<file path="config.mk">
export PLATFORM = sky130hd
export DESIGN_NAME = spr_ctrl
export DESIGN_NICKNAME = d
export VERILOG_FILES = /design/src/rtl/spr_pkg.sv /design/src/rtl/cause_prio_enc.sv /design/src/rtl/spr_ctrl.sv
export SDC_FILE = /design/constraint.sdc
export NUM_CORES = 1
export LEC_CHECK = 0
export CAP_MARGIN = 10
export CELL_PAD_IN_SITES_DETAIL_PLACEMENT = 1
export CELL_PAD_IN_SITES_GLOBAL_PLACEMENT = 2
export CORE_MARGIN = 5
export CORE_UTILIZATION = 19
export DETAILED_ROUTE_END_ITERATION = 16
export HOLD_SLACK_MARGIN = 0.03
export PLACE_DENSITY = 0.91
export SKIP_CTS_REPAIR_TIMING = 1
export SLEW_MARGIN = 20
export SYNTH_ARGS = -nofsm -noshare
export SYNTH_HDL_FRONTEND = slang
export SYNTH_HIERARCHICAL = 1
export SYNTH_SLANG_ARGS = --single-unit
</file>
<file path="constraint.sdc">
create_clock -name clk -period 5.9 [get_ports clk]
set_input_delay 1.475 -clock clk [delete_from_list [all_inputs] [get_ports clk]]
set_output_delay 1.475 -clock clk [all_outputs]
set_load 0.05 [all_outputs]
</file>
<file path="src/rtl/spr_pkg.sv">
// Shared SPR indices, cause bit positions and sequencer state encoding
// for the interrupt/ERET controller of the special-purpose register file.
package spr_pkg;

    localparam logic [2:0] SPR_SR    = 3'd0;
    localparam logic [2:0] SPR_ESR   = 3'd1;
    localparam logic [2:0] SPR_ECA   = 3'd2;
    localparam logic [2:0] SPR_EPC   = 3'd3;
    localparam logic [2:0] SPR_EDATA = 3'd4;
    localparam logic [2:0] SPR_MODE  = 3'd7;

    localparam int CA_RESET    = 0;
    localparam int CA_ILL      = 1;
    localparam int CA_MAL      = 2;
    localparam int CA_PFF      = 3;
    localparam int CA_PFLS     = 4;
    localparam int CA_SYS      = 5;
    localparam int CA_OVF      = 6;
    localparam int CA_EXT_BASE = 7;

    localparam int N_CA  = 23;
    localparam int N_NMI = 6;

    typedef enum logic [2:0] {
        ST_IDLE,
        ST_FLUSH,
        ST_ERET_RD,
        ST_ERET_WR,
        ST_ERET_PC
    } spr_state_e;

endpackage

</file>
<file path="src/rtl/cause_prio_enc.sv">
// Lowest-set-bit encoder over the masked cause vector; bit 0 wins.
// Purely combinational, no backpressure.
module cause_prio_enc
    import spr_pkg::*;
(
    input  logic [N_CA-1:0] i_vec,
    output logic [4:0]      o_ecode,
    output logic            o_vld
);

    always_comb begin
        o_ecode = '0;
        o_vld   = 1'b0;
        // Scan downwards so the last hit is the lowest index.
        for (int i = N_CA - 1; i >= 0; i--) begin
            if (i_vec[i]) begin
                o_ecode = 5'(i);
                o_vld   = 1'b1;
            end
        end
    end

endmodule

</file>
<file path="src/rtl/spr_ctrl.sv">
// Interrupt sequencer and SPR port arbiter: takes interrupts with a same-cycle jisr,
// flushes afterwards, runs the 3-cycle ERET restore, else passes pipe SPR traffic through.
module spr_ctrl
    import spr_pkg::*;
#(
    parameter int FLUSH_CYCLES = 2,
    parameter int N_EXT        = 16
) (
    input  logic             clk,
    input  logic             rst_n,
    input  logic             inst_valid,
    input  logic [6:0]       int_cause,
    input  logic [N_EXT-1:0] ext_irq,
    input  logic [31:0]      sr,
    input  logic             eret,
    input  logic [2:0]       pipe_spr_sel,
    input  logic             pipe_sprw,
    input  logic [31:0]      pipe_spr_wdata,
    input  logic [31:0]      spr_rdata,
    output logic             jisr,
    output logic [6+N_EXT:0] mca,
    output logic             rpt,
    output logic [4:0]       ecode,
    output logic             flush,
    output logic             stall_pipe,
    output logic [2:0]       spr_sel,
    output logic             sprw,
    output logic [31:0]      spr_wdata,
    output logic [N_EXT-1:0] ext_ack,
    output logic             eret_redirect,
    output logic [31:0]      epc
);

    localparam int CW  = $clog2(FLUSH_CYCLES + 1);
    localparam int NCA = 7 + N_EXT;

    spr_state_e       r_state;
    logic [N_EXT-1:0] r_pend;
    logic [CW-1:0]    r_cnt;
    logic [31:0]      r_esr_hold;

    logic [NCA-1:0]   w_mca;
    logic [4:0]       w_ecode;
    logic             w_any;
    logic             w_take;
    logic [N_EXT-1:0] w_ack;
    logic             w_unused_sr;

    // Causes below N_NMI ignore SR; the rest are gated by the matching SR bit.
    assign w_mca       = {r_pend, int_cause} & {sr[NCA-1:N_NMI], {N_NMI{1'b1}}};
    assign w_unused_sr = ^{sr[31:NCA], sr[N_NMI-1:0]};

    cause_prio_enc u_enc (
        .i_vec   (w_mca),
        .o_ecode (w_ecode),
        .o_vld   (w_any)
    );

    assign w_take = rst_n & (r_state == ST_IDLE) & inst_valid & w_any;
    assign w_ack  = (w_take && (w_ecode >= 5'(CA_EXT_BASE)))
                  ? (N_EXT'(1) << (w_ecode - 5'(CA_EXT_BASE))) : '0;

    assign mca     = w_mca;
    assign ecode   = w_ecode;
    assign rpt     = w_any & ((w_ecode == 5'(CA_PFF)) | (w_ecode == 5'(CA_PFLS)));
    assign jisr    = w_take;
    assign ext_ack = w_ack;

    always_ff @(posedge clk or negedge rst_n) begin
        if (!rst_n) begin
            r_state    <= ST_IDLE;
            r_pend     <= '0;
            r_cnt      <= '0;
            r_esr_hold <= '0;
        end else begin
            // A new request on the acked line re-arms it.
            r_pend <= (r_pend & ~w_ack) | ext_irq;
            case (r_state)
                ST_IDLE: begin
                    if (w_take) begin
                        r_state <= ST_FLUSH;
                        r_cnt   <= CW'(FLUSH_CYCLES);
                    end else if (inst_valid && eret) begin
                        r_state <= ST_ERET_RD;
                    end
                end
                ST_FLUSH: begin
                    r_cnt <= r_cnt - CW'(1);
                    if (r_cnt == CW'(1)) begin
                        r_state <= ST_IDLE;
                    end
                end
                ST_ERET_RD: begin
                    r_esr_hold <= spr_rdata;
                    r_state    <= ST_ERET_WR;
                end
                ST_ERET_WR: r_state <= ST_ERET_PC;
                ST_ERET_PC: r_state <= ST_IDLE;
                default:    r_state <= ST_IDLE;
            endcase
        end
    end

    always_comb begin
        flush         = 1'b0;
        stall_pipe    = 1'b0;
        spr_sel       = '0;
        sprw          = 1'b0;
        spr_wdata     = '0;
        eret_redirect = 1'b0;
        epc           = '0;
        case (r_state)
            ST_IDLE: begin
                spr_sel   = pipe_spr_sel;
                sprw      = pipe_sprw;
                spr_wdata = pipe_spr_wdata;
            end
            ST_FLUSH: begin
                flush = 1'b1;
            end
            ST_ERET_RD: begin
                stall_pipe = 1'b1;
                spr_sel    = SPR_ESR;
            end
            ST_ERET_WR: begin
                stall_pipe = 1'b1;
                spr_sel    = SPR_SR;
                sprw       = 1'b1;
                spr_wdata  = r_esr_hold;
            end
            ST_ERET_PC: begin
                stall_pipe    = 1'b1;
                spr_sel       = SPR_EPC;
                eret_redirect = 1'b1;
                epc           = spr_rdata;
                flush         = 1'b1;
            end
            default: ;
        endcase
    end

endmodule

</file>
# After elaboration in Yosys (flattened, before gate mapping)
# Index checks and enable logic that the tools add are counted.
[op_classes]
add_sub_neg = 2
magnitude_cmp = 1
eq_ne = 10
shifts = 1
mux = 60
bitwise_logic = 9
reduce_logical = 8
[op_table]
columns = ["op", "n"]
rows = [
  ["2-to-1 mux 5 bit", 23],
  ["case mux 32 bit (2 select lines)", 1],
  ["2-to-1 mux 32 bit", 1],
  ["2-to-1 mux 1 bit", 26],
  ["AND 23 bit", 1],
  ["AND 16 bit", 1],
  ["2-to-1 mux 16 bit", 1],
  ["inverter 16 bit", 1],
  ["bitwise OR 16 bit", 1],
  ["<< shifter 1 x 5 -> 16 bit (first input constant)", 1],
  ["case mux 3 bit (4 select lines)", 1],
  ["2-to-1 mux 3 bit", 3],
  ["case mux 3 bit (3 select lines)", 1],
  ["equality test 3 x 2 -> 1 bit (second input constant)", 2],
  ["equality test 5 x 2 -> 1 bit (second input constant)", 1],
  ["equality test 5 x 3 -> 1 bit (second input constant)", 1],
  [">= comparator 5 x 3 -> 1 bit (second input constant)", 1],
  ["subtractor 5 x 3 -> 5 bit (second input constant)", 1],
  ["AND 1 bit", 4],
  ["!= test 2 bit (second input constant)", 2],
  ["case mux 2 bit (2 select lines)", 1],
  ["AND reduction 2 bit", 2],
  ["equality test 3 x 1 -> 1 bit (second input constant)", 1],
  ["equality test 3 bit (second input constant)", 1],
  ["11 further kinds", 12],
]
[word_totals]
regBits = 53
inputBits = 127
output_inout_bits = 117
wordCells = 95

# Longest topological paths before layout
[depth]
word_depth = 30
ltp_mapped = 10
ltp_nobuf = 9

# Modules after synthesis
# Netlist, hierarchy kept.
[by_module_without_submodules]
columns = ["module", "instances", "cells_each", "area_each_um2", "seq_area_each_um2"]
rows = [
  ["spr_ctrl", 1, 305, 3113.0, 1326.3],
  ["cause_prio_enc", 1, 45, 267.8, 0.0],
]

# Worst setup path after synthesis
# No wires, ideal clock.
[synth_timing]
path_kind = "input to output"
start = "input port sr[12]"
end = "output port ext_ack[13]"
arrival_time_ps = 6718
required_ps = 4425
slack_ps = -2293
cell_stages = 9
n_path_buf = 1
cell_sequence = "and2_1 > nor4_1 > o31a_1 > nor4_1 > o41ai_1 > and2_1 > ha_1 > clkbuf_1 > nor4_1"
[synth_between]
elab_chain_len = 17
elab_cells_between_ends = 33
cone_classes = "add/sub (1); order compare (1); shift (1); mux (27); bitwise (2); reduce/logical (1)"
[synth_rtl]
columns = ["element", "line", "text"]
rows = [
  ["from (decl)", "spr_ctrl.sv:14", "input logic [31:0] sr,"],
  ["AND 23 bit (*)", "spr_ctrl.sv:50", "assign w_mca = {r_pend, int_cause} & {sr[NCA-1:N_NMI], {N_NMI{1'b1}}};"],
  ["2-to-1 mux 5 bit (*) (13 in series)", "cause_prio_enc.sv:16", "if (i_vec[i]) begin"],
  ["net ecode[1]", "spr_ctrl.sv:23", "output logic [4:0] ecode,"],
  ["subtractor 5 x 3 -> 5 bit or >= comparator 5 x 3 -> 1 bit (tied branches)", "spr_ctrl.sv:61, spr_ctrl.sv:60", ""],
  ["<< shifter 1 x 5 -> 16 bit or logical AND 1 bit (tied branches)", "spr_ctrl.sv:61, spr_ctrl.sv:60", ""],
  ["2-to-1 mux 16 bit (*)", "spr_ctrl.sv:61", "? (N_EXT'(1) << (w_ecode - 5'(CA_EXT_BASE))) : '0;"],
  ["to (decl)", "spr_ctrl.sv:29", "output logic [N_EXT-1:0] ext_ack,"],
]
# The timed path passes the listed nets; every way through them passes the cells marked *.

# Final worst setup path
[layout_timing]
start = "input port sr[18]"
end = "output port ext_ack[14]"
[layout_between]
elab_chain_len = 23
elab_cells_between_ends = 45
cone_classes = "add/sub (1); order compare (1); shift (1); mux (39); bitwise (2); reduce/logical (1)"
[layout_rtl]
columns = ["element", "line"]
rows = [
  ["AND 23 bit (*)", "spr_ctrl.sv:50"],
  ["2-to-1 mux 5 bit or 2-to-1 mux 1 bit (tied branches) (19 in series)", "cause_prio_enc.sv:16"],
  ["subtractor 5 x 3 -> 5 bit (tied with other cells)", "spr_ctrl.sv:61"],
  ["<< shifter 1 x 5 -> 16 bit or logical AND 1 bit (tied branches)", "spr_ctrl.sv:61, spr_ctrl.sv:60"],
  ["2-to-1 mux 16 bit (*)", "spr_ctrl.sv:61"],
]
# Mark *: on every way between the ends. The rest lies on a longest branch, timed or not.

==> impl_metrics.toml <==
[clocking]
clk_pin_slew_ns = 0.07
htreeDepth = 2
worstSkewPairLatency_ns = 0.30
cts_tree = "done"
cts_buffers = 5
root_buffer = "clkbuf_16"
cts.sinks = 53
clockBufferDepth = 2

[min_path]
hold_depth = 1
hold_class = "register to register"
whs_endpoint = "r_pend[8]$_DFF_PN0_"
hp-start = "r_pend[8]$_DFF_PN0_"

[critical_path]
r2r-end = "r_pend[5]$_DFF_PN0_"
cp_max_fo = 12
start_kind = "input port"
path_common_cell = "buf_12"
r2r_start = "r_pend[11]$_DFF_PN0_"
r2r_cells = 11
cp-end-kind = "output port"
worstSetupPathType = "input port to output port"
worstPathArrival_ns = 4.30
crit_slowest_cell = "or4_4"
slowest_delay_ns = 0.49
r2r_slack_ns = 2.81
worstPathCellList = "clkdlybuf4s50_1 -> and2_2 -> buf_4 -> or4_4 -> o21ai_1 -> nand2_1 -> a21boi_4 -> inv_1 -> ha_1 -> buf_12 -> nor4_4 -> buf_12"
crit_buf_inv = 5
crit_family = "simple AND/OR/NAND/NOR gates"
required_ns = 4.43

[die]
initial_core_util_pct = 19.5
die_area_mm2 = 0.0206
die_h_um = 143
io-pin-count = 244
die_w_um = 143
num_rows = 48
design.core.area_mm2 = 0.0174

[synthesis]
yosys_most_used_dff = "dfrtp_1"
synth.avg_cell_area_um2 = 9.66
synth_top_area_share_pct = 39.2
yosys.area.top_type = "dfrtp_1"
ys_seq_elements = 53
synth-edff-count = 0
ys_seq_area_share_pct = 39.2
syn_inst = 350
yosysWarnings = 6
syn_nets = 479
async_flop_share_pct = 100
synth.area.top_cells = "dfrtp_1, mux2_2, and2_1"
syn_area_mm2 = 0.00338
yosys.cell_types.count = 55

[routing]
dr.pass1.iters = 4
ant_nets = 0
vias = 3700
viasPerCell = 4.57
drt_iter0_markers = 87
drc = 0
wl_per_cell_um = 19.0
drt-total-wl_um = 15400

[placed_design]
routabilityCongestion = 0.911
placed_cell_area_mm2 = 0.00629
place_inst = 800
hpwl_um = 12500
dp_slack_ns = -0.0809
port_buffers = 228

[power]
p_per_area_mw_per_mm2 = 360
peakVddDrop_mv = 0.186
leakage_nw = 2.55

[timing]
setup_viol = 0
fin_crit_sh_pct = 97.8
hold_ws_ns = 0.480
setup_slack_ns = 0.129
timing.fmax_mhz = 173
worst_pin_slew_ns = 0.968
period_minus_slack_ns = 5.77
fin_skew_ns = 0.00390
max-slew-margin-rel_pct = 35.3
maxSlewViolCount = 0
hold_viol_final = 0

[cells_and_area]
stdcell_area_mm2 = 0.00651
finalNetCount = 713
final_common_cell = "clkdlybuf4s50_1"
stdcell_count = 810
final_cell_mix = "clkdlybuf4s50_1, dfrtp_1, and2_1"
final_util_pct = 37.5
drive_gt1_share_pct = 21.7
synthToLayoutAreaGrowth_pct = 92.5
diodes = 0

[global_route]
grt_first_pass_wirelength_um = 23800
grt_max_degree = 55
grt_usage_pct = 14.5
overflow = 0
grt_pass1_vias = 4293
antenna_found_initial = 1

[job]
drv_cap = 0

[status]
outcome = "complete, no violations"
-- cell type report --
| class | count | area, um^2 |
|---|---|---|
| Clock buffer | 5 | 125 |
| Clock inverter | 3 | 47.5 |
| Fill cell | 1918 | 10800 |
| Inverter | 11 | 41.3 |
| Multi-Input combinational cell | 259 | 2090 |
| Sequential cell | 53 | 1330 |
| Tap cell | 225 | 282 |
| Timing Repair Buffer | 254 | 2600 |
-- report_power, final --
| part | switching (W) | total [W] | internal (W) |
|---|---|---|---|
| clock network | 0.000148 | 0.000351 | 0.000204 |
| registers | 0.000103 | 0.000592 | 0.000489 |
| logic | 0.000837 | 0.00140 | 0.000563 |
-- metrics by stage --
step	power, W	TNS (ns)
final	0.00234	0
after detailed placement	0.00201	-0.133
after CTS	0.00238	-0.142
after global placement	0.00197	-0.0130
after global routing	0.00247	-0.0186
after floorplan	0.00152	-0.389
-- worst max path at each step --
stage	startpoint	to	slack (ns)	cells after the start
after floorplan	sr[7]	ext_ack[13]	-0.08	8
after global placement	sr[18]	ext_ack[4]	-0.01	11
after detailed placement	sr[20]	ext_ack[4]	-0.08	12
after CTS	sr[20]	ext_ack[4]	-0.08	12
after global routing	sr[20]	ext_ack[14]	-0.02	13
final	sr[18]	ext_ack[14]	0.13	12
-- cell families (layout without fill, tap and decap cells) --
logic type,after synthesis,count (layout),share of synthesized area [%]
multiplexers,35,35,11.6
buffers and inverters,38,273,5.66
XOR/XNOR,2,2,0.518
flip-flops,53,53,39.2
adder cells (fa/ha/maj),2,2,0.740
AO/OA/AOI/OAI,69,69,16.2
AND/OR/NAND/NOR,151,151,26.0
-- worst register-to-register path, stage by stage (launching register included) --
cell and delay (ns):
dfrtp_1 0.40, and2_2 0.19, buf_4 0.14, or4_4 0.49, o21ai_1 0.16, nand2_1 0.11, a21boi_4 0.19, inv_1 0.12
ha_1 0.35, buf_12 0.17, or3_1 0.38, o32a_1 0.29
-- sequential cells by signal (all words and copies together), names as in the netlist --
register,count
r_cnt,2
r_state,3
r_esr_hold,32
r_pend,16
-- cells in the mapped netlist, drive strengths merged, types with 3 or more instances --
cell / number
a21o: 3
a21oi: 7
a22o: 32
a31oi: 7
and2: 51
and3: 3
buf: 21
clkbuf: 6
dfrtp: 53
inv: 11
mux2: 33
nand2: 10
nand2b: 6
nor2: 33
nor2b: 4
nor3: 12
nor3b: 5
nor4: 13
o21ai: 3
o32a: 4
or3: 4
-- per-layer routing --
layer	vias up	part of all wire [%]	global-route usage [%]	routed length (um)
met2	189	48	25.2	7400
met1	1766	39	16.6	6020
met3	11	12	6.96	1810
met5	-	0.11	0	17
li1	1732	-	-	-
met4	2	0.77	2.43	118
Power figures use the tool's default switching activity.
